[config.mk]
export PLATFORM = sky130hd
export DESIGN_NAME = fifo_ctrl
export DESIGN_NICKNAME = d
export VERILOG_FILES = /design/src/rtl/fifo_pkg.sv /design/src/rtl/fifo_ctrl.sv
export SDC_FILE = /design/constraint.sdc
export NUM_CORES = 1
export LEC_CHECK = 0
export CORE_ASPECT_RATIO = 0.7
export CORE_MARGIN = 2
export CORE_UTILIZATION = 30
export CTS_CLUSTER_SIZE = 10
export DETAILED_ROUTE_END_ITERATION = 10
export PLACE_DENSITY = 0.58
export SYNTH_ARGS = -nofsm -noshare
export SYNTH_HDL_FRONTEND = slang
export SYNTH_SLANG_ARGS = --single-unit
[constraint.sdc]
create_clock -name clk -period 3.1 [get_ports clk]
set_clock_uncertainty 0.1 [all_clocks]
set_input_delay 0.31 -clock clk [delete_from_list [all_inputs] [get_ports clk]]
set_output_delay 0.31 -clock clk [all_outputs]
set_load 0.05 [all_outputs]
[src/rtl/fifo_pkg.sv]
// rtl/fifo_pkg.sv - shared FIFO sizing constants for fifo_ctrl and dualPortRAM
package fifo_pkg;
  localparam int DEFAULT_ADDR_WIDTH = 12;
  localparam int DEFAULT_DATA_WIDTH = 8;
  localparam int DEPTH              = 1 << DEFAULT_ADDR_WIDTH;
endpackage

[src/rtl/fifo_ctrl.sv]
// rtl/fifo_ctrl.sv - pointer/flag controller turning a dual-port RAM into a synchronous FIFO
module fifo_ctrl
  import fifo_pkg::*;
#(
  parameter int ADDR_WIDTH      = DEFAULT_ADDR_WIDTH,
  parameter int ALMOST_FULL_LVL = (1 << ADDR_WIDTH) - 2
) (
  input  logic                  clk,
  input  logic                  reset,
  input  logic                  wr,
  input  logic                  rd,
  output logic                  we,
  output logic [ADDR_WIDTH-1:0] write_addr,
  output logic [ADDR_WIDTH-1:0] read_addr_1,
  output logic [ADDR_WIDTH-1:0] read_addr_2,
  output logic                  full,
  output logic                  empty,
  output logic                  almost_full,
  output logic [ADDR_WIDTH:0]   level,
  output logic                  overflow,
  output logic                  underflow
);

  localparam logic [ADDR_WIDTH:0] AF_LVL = (ADDR_WIDTH + 1)'(ALMOST_FULL_LVL);

  // extra MSB is the wrap bit: equal low bits with differing MSBs means full
  logic [ADDR_WIDTH:0] wptr, rptr;
  logic [ADDR_WIDTH:0] wptr_nxt, rptr_nxt, level_nxt;
  logic                push_ok, pop_ok;

  // a push into a full FIFO is accepted when a pop frees the head slot in the same edge
  assign push_ok = wr & (~full | rd);
  assign pop_ok  = rd & ~empty;

  assign we          = push_ok & ~reset;
  assign write_addr  = wptr[ADDR_WIDTH-1:0];
  assign read_addr_1 = rptr[ADDR_WIDTH-1:0];
  assign read_addr_2 = read_addr_1 + ADDR_WIDTH'(1);

  assign wptr_nxt  = wptr + (ADDR_WIDTH + 1)'(push_ok);
  assign rptr_nxt  = rptr + (ADDR_WIDTH + 1)'(pop_ok);
  assign level_nxt = wptr_nxt - rptr_nxt;

  always_ff @(posedge clk) begin
    if (reset) begin
      wptr        <= '0;
      rptr        <= '0;
      level       <= '0;
      empty       <= 1'b1;
      full        <= 1'b0;
      almost_full <= 1'b0;
      overflow    <= 1'b0;
      underflow   <= 1'b0;
    end else begin
      wptr        <= wptr_nxt;
      rptr        <= rptr_nxt;
      level       <= level_nxt;
      empty       <= (wptr_nxt == rptr_nxt);
      full        <= (wptr_nxt[ADDR_WIDTH-1:0] == rptr_nxt[ADDR_WIDTH-1:0]) &&
                     (wptr_nxt[ADDR_WIDTH] != rptr_nxt[ADDR_WIDTH]);
      almost_full <= (level_nxt >= AF_LVL);
      overflow    <= wr & ~push_ok;
      // a simultaneous push on empty turns the pop into a no-op, not an error
      underflow   <= rd & empty & ~wr;
    end
  end

endmodule

Word level (Yosys, flattened, before mapping):

Cells that the tools add are included.

* register bits: 44
* input bits: 4
* output and inout port bits: 55
* logic and storage cells: 29

* add/subtract/negate cells: 4
* order comparisons: 1
* equality and inequality tests: 3
* bitwise logic cells: 12
* reductions and logical operators: 1

Operator list (number)
* adder 13 x 1 -> 13 bit: 2
* == test 13 bit: 1
* greater-or-equal comparator 13 x 12 -> 1 bit (second input constant): 1
* subtractor 13 bit: 1
* adder 12 x 1 -> 12 bit (second input constant): 1
* == test 12 bit: 1
* AND 1 bit: 6
* NOT 1 bit: 5
* logical AND 1 bit: 1
* != test 1 bit: 1
* OR 1 bit: 1

Depth between registers and ports, before layout:

Gate-level depths: netlist of the first run.

* depth after elaboration: 6
* gate-level depth with buffers: 15
* mapped depth without buffers: 15

Worst setup path after synthesis of the first run:

Ideal clock, no wire load.

* kind: register -> register
* start: register full
* end: register almost_full
* arrival: 3.215 ns
* data required time: 2.876 ns
* setup slack: -0.339 ns
* stages on the path, launching flop included: 15
* path buffers: 0
* clock period less this slack: 3.439 ns
* path through: dfxtp_1 nand2b_1 and2_1 ha_1 xnor2_1 inv_1 ha_1 a21oi_1 o21bai_2 a2111o_1 a31oi_2 o21ai_1 a21oi_1 xor2_1 o31ai_2

* longest elaborated chain between the ends: 6

Ends and longest elaborated chain
* start: declaration: RTL line fifo_ctrl.sv:16 `output logic full,`
* start signal: assignment: RTL line fifo_ctrl.sv:59 `full <= (wptr_nxt[ADDR_WIDTH-1:0] == rptr_nxt[ADDR_WIDTH-1:0]) &&`
* NOT 1 bit: RTL line fifo_ctrl.sv:32 `assign push_ok = wr & (~full | rd);`
* OR 1 bit: RTL line fifo_ctrl.sv:32
* AND 1 bit: RTL line fifo_ctrl.sv:32
* adder 13 x 1 -> 13 bit: RTL line fifo_ctrl.sv:40 `assign wptr_nxt = wptr + (ADDR_WIDTH + 1)'(push_ok);`
* via wptr_nxt[1]: RTL line fifo_ctrl.sv:28 `logic [ADDR_WIDTH:0] wptr_nxt, rptr_nxt, level_nxt;`
* subtractor 13 bit: RTL line fifo_ctrl.sv:42 `assign level_nxt = wptr_nxt - rptr_nxt;`
* greater-or-equal comparator 13 x 12 -> 1 bit: RTL line fifo_ctrl.sv:61 `almost_full <= (level_nxt >= AF_LVL);`
* end signal: assignment: RTL line fifo_ctrl.sv:61
* end: declaration: RTL line fifo_ctrl.sv:18 `output logic almost_full,`

The timed path passes the listed nets, and every way through them passes these cells.
A chain may end at the register's enable or synchronous reset.

Final worst setup path of the first run:

Same ends and word-level chain as after synthesis.

==> results.py, run 1 <==
metrics = {
    "status": {
        "status": "completed",
    },
    "synth": {
        "netlist_instances": 306,
        "ys_seq_elements": 44,
        "netlist-cell-type-count": 52,
        "async_flop_share": 0,
        "ys_seq_area_frac": 0.325,
        "syn_avg_cell_area_um2": 8.84,
        "synth_ff_type": "dfxtp_1",
        "syn_area_um2": 2710,
        "synth_edf_count": 0,
        "synth_nets": 327,
        "synth_warnings": 0,
    },
    "die": {
        "die_w_um": 118,
        "die_y_um": 83.5,
        "rows": 28,
        "ios": 59,
        "coreArea_um2": 8620,
        "design.die.area_um2": 9810,
        "start_util": 0.314,
    },
    "flow_run": {
        "max-cap-violations": 0,
    },
    "timing": {
        "tightest_slew_ps": 657,
        "final-setup-viol-count": 0,
        "slew_violations": 0,
        "finalHoldViolations": 0,
        "finalCritPeriodShare": 0.981,
        "rsz0062_at_grt": "yes",
        "fmax_mhz": 329,
        "slew_headroom": 0.559,
        "period_minus_slack_ps": 3040,
    },
    "global_route": {
        "first_global_vias": 2391,
        "antenna_found_initial": 0,
        "grt_pass1_wl_um": 12100,
        "grt-ovfl-total": 0,
        "grt_max_degree": 35,
        "track_usage": 0.155,
    },
    "finish": {
        "antenna_cells": 0,
        "multi_input_area_um2": 1790,
        "drive_above_1_share": 0.331,
        "final_common_cell": "buf_4",
        "layout_common_cells": "81 x buf_4, 53 x clkdlybuf4s50_1, 42 x dfxtp_1, 38 x nor2_1, 24 x xnor2_1",
        "seqCellArea_um2": 886,
        "final.fill_count": 832,
        "fin_util": 0.488,
        "design_area_um2": 4210,
        "fin_nets": 440,
        "area_growth_pct": 55.4,
    },
    "clocking": {
        "cts.sinks": 44,
        "cts_tree": "built",
        "cts_max_level": 2,
        "clock-root-buffer": "clkbuf_16",
        "postCtsHoldBufs": 0,
        "cts.path.max_buffers": 2,
        "clk_pin_slew_worst_paths_ps": 60,
        "cts_made_buffers": 5,
        "clkLatencyLatePin_ps": 290,
    },
    "detailed_routing": {
        "vias": 2422,
        "drtIter0Drc": 146,
        "via_per_inst": 4.49,
        "drt_first_pass_iters": 4,
        "wl_per_cell_um": 13.8,
        "antenna_left": 0,
        "drc": 0,
        "routed_wl_um": 7460,
    },
    "setup_path": {
        "worst_path_largest_cell_delay_ps": 370,
        "cp-start-kind": "flop",
        "rrSetupSlack_ps": 60,
        "end_kind": "flop",
        "required_ps": 3200,
        "arrival_ps": 3140,
        "crit_chain": "nand2b_4, and2_4, ha_4, inv_2, ha_4, fa_2, buf_4, o21a_1, a211oi_2, o211ai_1, and2_4, and4bb_2, nor3_2, o31ai_2",
        "critical_path_class": "flop to flop",
        "worstPathMaxFanout": 3,
        "slowest_stage": "fa_2",
    },
    "placement": {
        "dpl_cell_area_um2": 3730,
        "gp_congestion": 0.825,
        "port_buffers": 58,
        "dp_hpwl_um": 5490,
    },
    "power": {
        "power.density_nw_per_um2": 447,
        "ir_drop_v": 0.000199,
        "leakage_nw": 1.79,
    },
    "worst_hold_path": {
        "hold_class": "input port to flop",
    },
}
-- cells in the mapped netlist (2+ instances only) --
| master | instances | area [um2] |
|---|---|---|
| a211oi_1 | 2 | 15.0 |
| a21o_1 | 4 | 30.0 |
| a21oi_1 | 7 | 35.0 |
| a31oi_1 | 2 | 12.5 |
| and2_1 | 9 | 56.3 |
| and3_1 | 12 | 75.1 |
| buf_4 | 24 | 180 |
| clkbuf_1 | 6 | 22.5 |
| dfxtp_1 | 44 | 881 |
| ha_1 | 16 | 200 |
| inv_1 | 14 | 52.6 |
| nand2_1 | 11 | 41.3 |
| nand2b_1 | 2 | 12.5 |
| nand3_1 | 17 | 85.1 |
| nand3_2 | 2 | 20.0 |
| nand4_1 | 6 | 37.5 |
| nor2_1 | 40 | 150 |
| nor2b_1 | 2 | 12.5 |
| nor3_1 | 6 | 30.0 |
| o211ai_1 | 2 | 15.0 |
| o21a_1 | 2 | 15.0 |
| o21ai_0 | 3 | 15.0 |
| o21bai_2 | 2 | 22.5 |
| xnor2_1 | 27 | 236 |
| xnor2_2 | 2 | 32.5 |
| xor2_1 | 16 | 140 |
-- report_power, final --
part	total [mW]	internal [mW]	switching [mW]
logic	0.681	0.310	0.370
registers	0.628	0.609	0.0185
clock network	0.570	0.346	0.224
total	1.88	1.27	0.613
-- worst max-delay path: cells and delay by family, from the launching register on --
kind,cells,cell delay (ps)
buffers and inverters,2,200
adder cells (fa/ha/maj),3,780
AO/OA/AOI/OAI,4,770
flip-flops,1,360
AND/OR/NAND/NOR,5,740
-- cells by family (layout without fill, tap and decap cells) --
logic type / after synthesis / after routing / share of synthesized area
buf+inv: 45 / 159 / 0.0985
xor+xnor: 47 / 47 / 0.166
simple gates: 121 / 121 / 0.237
fa+ha+maj: 17 / 17 / 0.0814
flops: 44 / 44 / 0.325
compound gates: 32 / 32 / 0.0911
-- final timing paths --
| kind | startpoint | to | depth (start not counted) |
|---|---|---|---|
| hold / removal | rd | underflow | 3 |
| setup / recovery | full | almost_full | 14 |
| setup reg to reg | full | almost_full | 14 |
| hold reg to reg | rptr[12] | rptr[12] | 2 |
-- stage by stage --
step	cells	hold WS (ps)	total power [mW]	worst slack, ps	TNS (ps)
after floorplan	306	287	1.01	0.977	0
after global placement	520	341	1.23	-565	-3940
after detailed placement	520	343	1.23	-623	-4510
after CTS	538	290	1.88	-15.3	-15.3
after global routing	540	325	1.97	-55.8	-55.8
final	540	279	1.88	60.1	0
-- per-layer routing --
metal | up-vias | track usage | wire (um)
met1 | 1117 | 0.232 | 4000
met2 | 64 | 0.223 | 2970
met5 | - | 0 | 0
li1 | 1235 | - | -
met3 | 6 | 0.0362 | 438
met4 | 0 | 0.0340 | 46
-- registers in the layout, indices dropped and copies added (netlist names) --
signal	flops
level	13
rptr	13
wptr	13
almost_full	1
empty	1
full	1
overflow	1
underflow	1
-- timing repair --
item                       in CTS  in global routing
buffers inserted               10                  2
pin swaps                      18                  9
setup endpoints to repair       8                  6
gates resized for setup        31                 13
-- cell type report --
class,count,area share
clock buffer,6,0.0357
inverter,14,0.0125
tap,120,0.0357
clock inverter,2,0.00297
timing repair buffer,137,0.278
sequential,44,0.211
multi-input combinational,217,0.425
Note: power is estimated with default switching activity, not from simulation.
==> inputs of run 2 (changes only) <==
CORE_ASPECT_RATIO = unset   (was 0.7)
CTS_CLUSTER_DIAMETER = 80   (was unset)
MAX_ROUTING_LAYER = met4   (was unset)
==> results.py, run 2 (synthesis gave the netlist of run 1 again) <==
metrics = {
    "detailed_routing": {
        "routed_wl_um": 6900,
        "drc": 0,
        "vias": 2399,
        "wl_per_cell_um": 13.2,
        "via_per_inst": 4.58,
        "drt_first_pass_iters": 4,
        "drtIter0Drc": 91,
        "antenna_left": 0,
    },
    "clocking": {
        "cts_max_level": 2,
        "clock-root-buffer": "clkbuf_8",
        "clk_pin_slew_worst_paths_ps": 80,
        "cts_tree": "built",
        "postCtsHoldBufs": 0,
        "cts.sinks": 44,
        "cts.path.max_buffers": 2,
        "clkLatencyLatePin_ps": 300,
        "cts_made_buffers": 5,
    },
    "die": {
        "design.die.area_um2": 9800,
        "start_util": 0.310,
        "rows": 34,
        "die_y_um": 99.0,
        "die_w_um": 99.0,
        "ios": 59,
        "coreArea_um2": 8720,
    },
    "flow_run": {
        "max-cap-violations": 0,
    },
    "worst_hold_path": {
        "min_to": "underflow",
        "hold_class": "input port to flop",
        "hold_depth": 3,
        "worstHoldStart": "rd",
    },
    "setup_path": {
        "end_kind": "flop",
        "critPathBufInv": 2,
        "cp_top_family": "simple AND/OR/NAND/NOR gates",
        "arrival_ps": 3160,
        "r2r_start": "full",
        "slowest_stage": "fa_2",
        "worstPathMaxFanout": 3,
        "rr_worst_depth": 14,
        "cp-start-kind": "flop",
        "required_ps": 3210,
        "crit_chain": "nand2b_4, and2_4, ha_4, xnor2_4, buf_4, fa_2, buf_4, o21a_1, a211oi_2, o211ai_1, and2_4, and4bb_2, nor3_2, o31ai_2",
        "timing.rr.end": "almost_full",
        "critical_path_class": "flop to flop",
        "rrSetupSlack_ps": 60,
        "worst_path_largest_cell_delay_ps": 380,
    },
    "power": {
        "p_int_mw": 1.08,
        "power_frac_clock": 0.211,
        "comb_power_share": 0.409,
        "power_switching_share": 0.349,
        "ir_drop_v": 0.000171,
        "power.density_nw_per_um2": 405,
        "power.switching_uw": 578,
        "power_frac_seq": 0.380,
        "leakage_nw": 1.76,
    },
    "placement": {
        "dpl_cell_area_um2": 3690,
        "gp_congestion": 0.864,
        "dp_hpwl_um": 5230,
        "port_buffers": 58,
    },
    "finish": {
        "area_growth_pct": 51.2,
        "layout_common_cells": "77 x buf_4, 52 x clkdlybuf4s50_1, 42 x dfxtp_1, 40 x nor2_1, 23 x xnor2_1",
        "drive_above_1_share": 0.315,
        "final_common_cell": "buf_4",
        "antenna_cells": 0,
        "fin_nets": 436,
        "largestRegisters": "level x13, rptr x13, wptr x13",
        "final.fill_count": 846,
        "design_area_um2": 4090,
    },
    "status": {
        "status": "completed",
    },
    "timing": {
        "finalCritPeriodShare": 0.981,
        "finalHoldViolations": 0,
        "fmax_mhz": 329,
        "slew_violations": 0,
        "tightest_slew_ps": 510,
        "rsz0062_at_grt": "yes",
        "slew_headroom": 0.659,
        "hold_ws_ps": 315,
        "final-setup-viol-count": 0,
        "period_minus_slack_ps": 3040,
    },
    "global_route": {
        "grt-ovfl-total": 0,
        "grt_pass1_wl_um": 11700,
        "track_usage": 0.152,
        "grt_max_degree": 35,
        "antenna_found_initial": 0,
        "first_global_vias": 2426,
    },
}
==> run 2: cell type report <==
cell class,count,area [um2],share of cell area
repair buffers,133,1140,0.279
flip-flops and latches,44,886,0.216
inverters,14,52.6,0.0128
clock buffers,7,76.3,0.0186
clock inverters,1,5.00,0.00122
well taps,108,135,0.0330
multi-input cells,217,1800,0.439
==> run 2: through the flow <==
| step | TNS [ps] | total power [mW] | worst slack, ps | cells | utilization |
|---|---|---|---|---|---|
| 2_1_floorplan | 0 | 1.01 | 0.977 | 306 | - |
| 3_3_place_gp | -3940 | 1.23 | -622 | 505 | 0.424 |
| 3_5_place_dp | -4200 | 1.23 | -687 | 505 | 0.424 |
| 4_1_cts | -52.4 | 1.64 | -52.4 | 522 | 0.453 |
| 5_1_grt | -155 | 1.75 | -108 | 524 | 0.469 |
| 6_report | 0 | 1.66 | 59.3 | 524 | 0.469 |
==> run 2: tightest hold or removal path, delay by kind of cell <==
family / cells / cell delay (ps)
buffers and inverters: 1 / 260
and+or+nand+nor: 2 / 110
==> run 2: timing repair <==
action,4_1_cts,5_1_grt
endpoints found under the setup margin,8,6
buffers inserted,9,3
pin swaps,13,17
gates resized for setup,23,20
==> run 2: how the worst max path moves through the flow <==
stage	start	end	slack (ps)	cells after the start
after floorplan	full	almost_full	1	14
after global placement	rd	almost_full	-620	14
after detailed placement	rd	almost_full	-690	14
after CTS	empty	almost_full	-50	12
after global routing	empty	almost_full	-110	15
final	full	almost_full	60	14
==> run 2: layer usage <==
metal | share of wire | routed length, um | global-route usage | vias to the layer above
li1 | - | - | - | 1232
met1 | 0.48 | 3330 | 0.209 | 1110
met2 | 0.46 | 3210 | 0.236 | 52
met3 | 0.043 | 296 | 0.0255 | 5
met4 | 0.0091 | 63 | 0.0348 | 0
met5 | 0 | 0 | - | -
==> run 2: power groups by stage <==
stage	logic, mW	registers (mW)	clock network, mW
floorplan	0.237	0.775	0
global placement	0.588	0.639	0
detailed placement	0.590	0.640	0
CTS	0.645	0.629	0.369
global route	0.725	0.636	0.391
finish	0.677	0.630	0.350
==> inputs of run 3 (changes only) <==
GPL_TIMING_DRIVEN = 0   (was unset)
clock period = 2.61 ns   (was 3.1 ns; I/O delays follow)
==> results.py, run 3 (synthesis gave the netlist of run 1 again) <==
metrics = {
    "detailed_routing": {
        "drtIter0Drc": 101,
        "routed_wl_um": 7010,
        "drt_first_pass_iters": 4,
        "antenna_left": 0,
        "vias": 2354,
        "via_per_inst": 4.64,
        "wl_per_cell_um": 13.8,
        "drc": 0,
    },
    "clocking": {
        "clock-root-buffer": "clkbuf_8",
        "cts.path.max_buffers": 2,
        "postCtsHoldBufs": 0,
        "cts_made_buffers": 5,
        "clkLatencyLatePin_ps": 300,
        "clk_pin_slew_worst_paths_ps": 80,
        "cts.sinks": 44,
        "cts_max_level": 2,
        "cts_tree": "built",
    },
    "status": {
        "violations": "setup timing",
        "status": "finished, violations left",
    },
    "timing": {
        "final-setup-viol-count": 8,
        "finalHoldViolations": 0,
        "setup_tns_ps": -1920,
        "period_minus_slack_ps": 3040,
        "fmax_mhz": 329,
        "slew_headroom": 0.595,
        "rsz0062_at_grt": "yes",
        "setup_slack_ps": -433,
        "tightest_slew_ps": 604,
        "slew_violations": 0,
        "finalCritPeriodShare": 1.17,
    },
    "global_route": {
        "grt_util_met3": 0.0255,
        "antenna_found_initial": 0,
        "grt_max_degree": 14,
        "grt_pass1_wl_um": 10900,
        "grt-ovfl-total": 0,
        "use_met1": 0.189,
        "first_global_vias": 2242,
        "grt.busiest_layer": "met2",
        "track_usage": 0.144,
        "met2_usage": 0.232,
    },
    "setup_path": {
        "worstPathMaxFanout": 3,
        "rrSetupSlack_ps": -430,
        "slowest_stage": "a2111o_1",
        "cpMostUsedCell": "ha_4",
        "cp_top_family": "compound AO/OA/AOI/OAI gates",
        "crit_chain": "nand2b_4, and2_4, ha_4, buf_12, xnor2_4, inv_2, ha_4, a21oi_4, o21bai_4, a2111o_1, a31oi_4, o21ai_2, a21oi_2, xor2_1, o31ai_2",
        "critical_path_class": "flop to flop",
        "critPathBufInv": 2,
        "end_kind": "flop",
        "cp-start-kind": "flop",
        "required_ps": 2700,
        "arrival_ps": 3130,
        "worst_path_largest_cell_delay_ps": 480,
    },
    "die": {
        "start_util": 0.310,
        "rows": 34,
        "die_y_um": 99.0,
        "ios": 59,
        "die_w_um": 99.0,
        "coreArea_um2": 8720,
        "design.die.area_um2": 9800,
    },
    "placement": {
        "dp_hpwl_um": 4970,
        "place_ws_ps": -1330,
        "dpl_cell_area_um2": 3530,
        "port_buffers": 57,
        "gp_congestion": 0.882,
    },
    "power": {
        "leakage_nw": 1.77,
        "power.density_nw_per_um2": 495,
        "ir_drop_v": 0.000257,
    },
    "finish": {
        "final.fill_count": 831,
        "antenna_cells": 0,
        "area_growth_pct": 56.6,
        "fin_nets": 420,
        "drive_above_1_share": 0.348,
        "largestRegisters": "level x13, rptr x13, wptr x13",
        "design_area_um2": 4240,
        "layout_common_cells": "51 x buf_4, 47 x clkdlybuf4s50_1, 40 x dfxtp_1, 37 x nor2_1, 19 x xnor2_1",
        "final_common_cell": "buf_4",
    },
    "worst_hold_path": {
        "hold_class": "input port to flop",
    },
    "flow_run": {
        "max-cap-violations": 0,
    },
}
==> run 3: changes by cell type in the layout (fill, tap and decap cells not counted), moves of 3 or more <==
cell	delta
inv_2	+3
ha_1	-4
ha_4	+3
clkbuf_1	+3
clkdlybuf4s50_1	-5
buf_4	-26
nor2_1	-3
dlygate4sd2_1	+4
xor2_1	-3
xnor2_1	-4
inv_1	-3
xor2_2	+3
==> run 3: layout make-up <==
| cell class | count | area [um2] | area share |
|---|---|---|---|
| well taps | 108 | 135 | 0.0319 |
| flip-flops and latches | 44 | 891 | 0.210 |
| clock inverters | 1 | 30.0 | 0.00708 |
| clock buffers | 6 | 93.8 | 0.0221 |
| inverters | 14 | 52.6 | 0.0124 |
| multi-input cells | 217 | 2020 | 0.476 |
| repair buffers | 87 | 811 | 0.191 |
| plain buffers | 30 | 210 | 0.0496 |
==> run 3: what timing repair did <==
action	CTS	global route
setup buffers	20	10
pin swaps	23	15
endpoints found under the setup margin	18	17
resized for setup	47	35
==> run 3: per-stage QoR <==
step	cells	util	total power, mW	hold slack [ps]
2_1_floorplan	306	-	1.24	238
3_3_place_gp	471	0.404	1.41	367
3_5_place_dp	471	0.404	1.41	362
4_1_cts	498	0.457	2.05	216
5_1_grt	507	0.486	2.21	230
6_report	507	0.486	2.10	223
==> run 3: final timing paths <==
kind	from	endpoint	cells after the start
max reg2reg	full	almost_full	15
min	wr	underflow	2
min reg2reg	wptr[12]	wptr[12]	2
max	full	almost_full	15
==> run 3: where the power goes <==
| part | internal, mW | switching, mW | total, mW | leakage [nW] |
|---|---|---|---|---|
| Sequential | 0.725 | 0.0323 | 0.757 | 0.359 |
| Combinational | 0.330 | 0.436 | 0.766 | 1.35 |
| Clock | 0.338 | 0.238 | 0.576 | 0.0624 |
==> run 3: per-layer routing <==
metal,up-vias,share of wire,wire [um]
met5,-,0,0
met4,0,0.0088,62
met3,7,0.052,362
met2,56,0.47,3300
met1,1091,0.47,3280
li1,1200,-,-
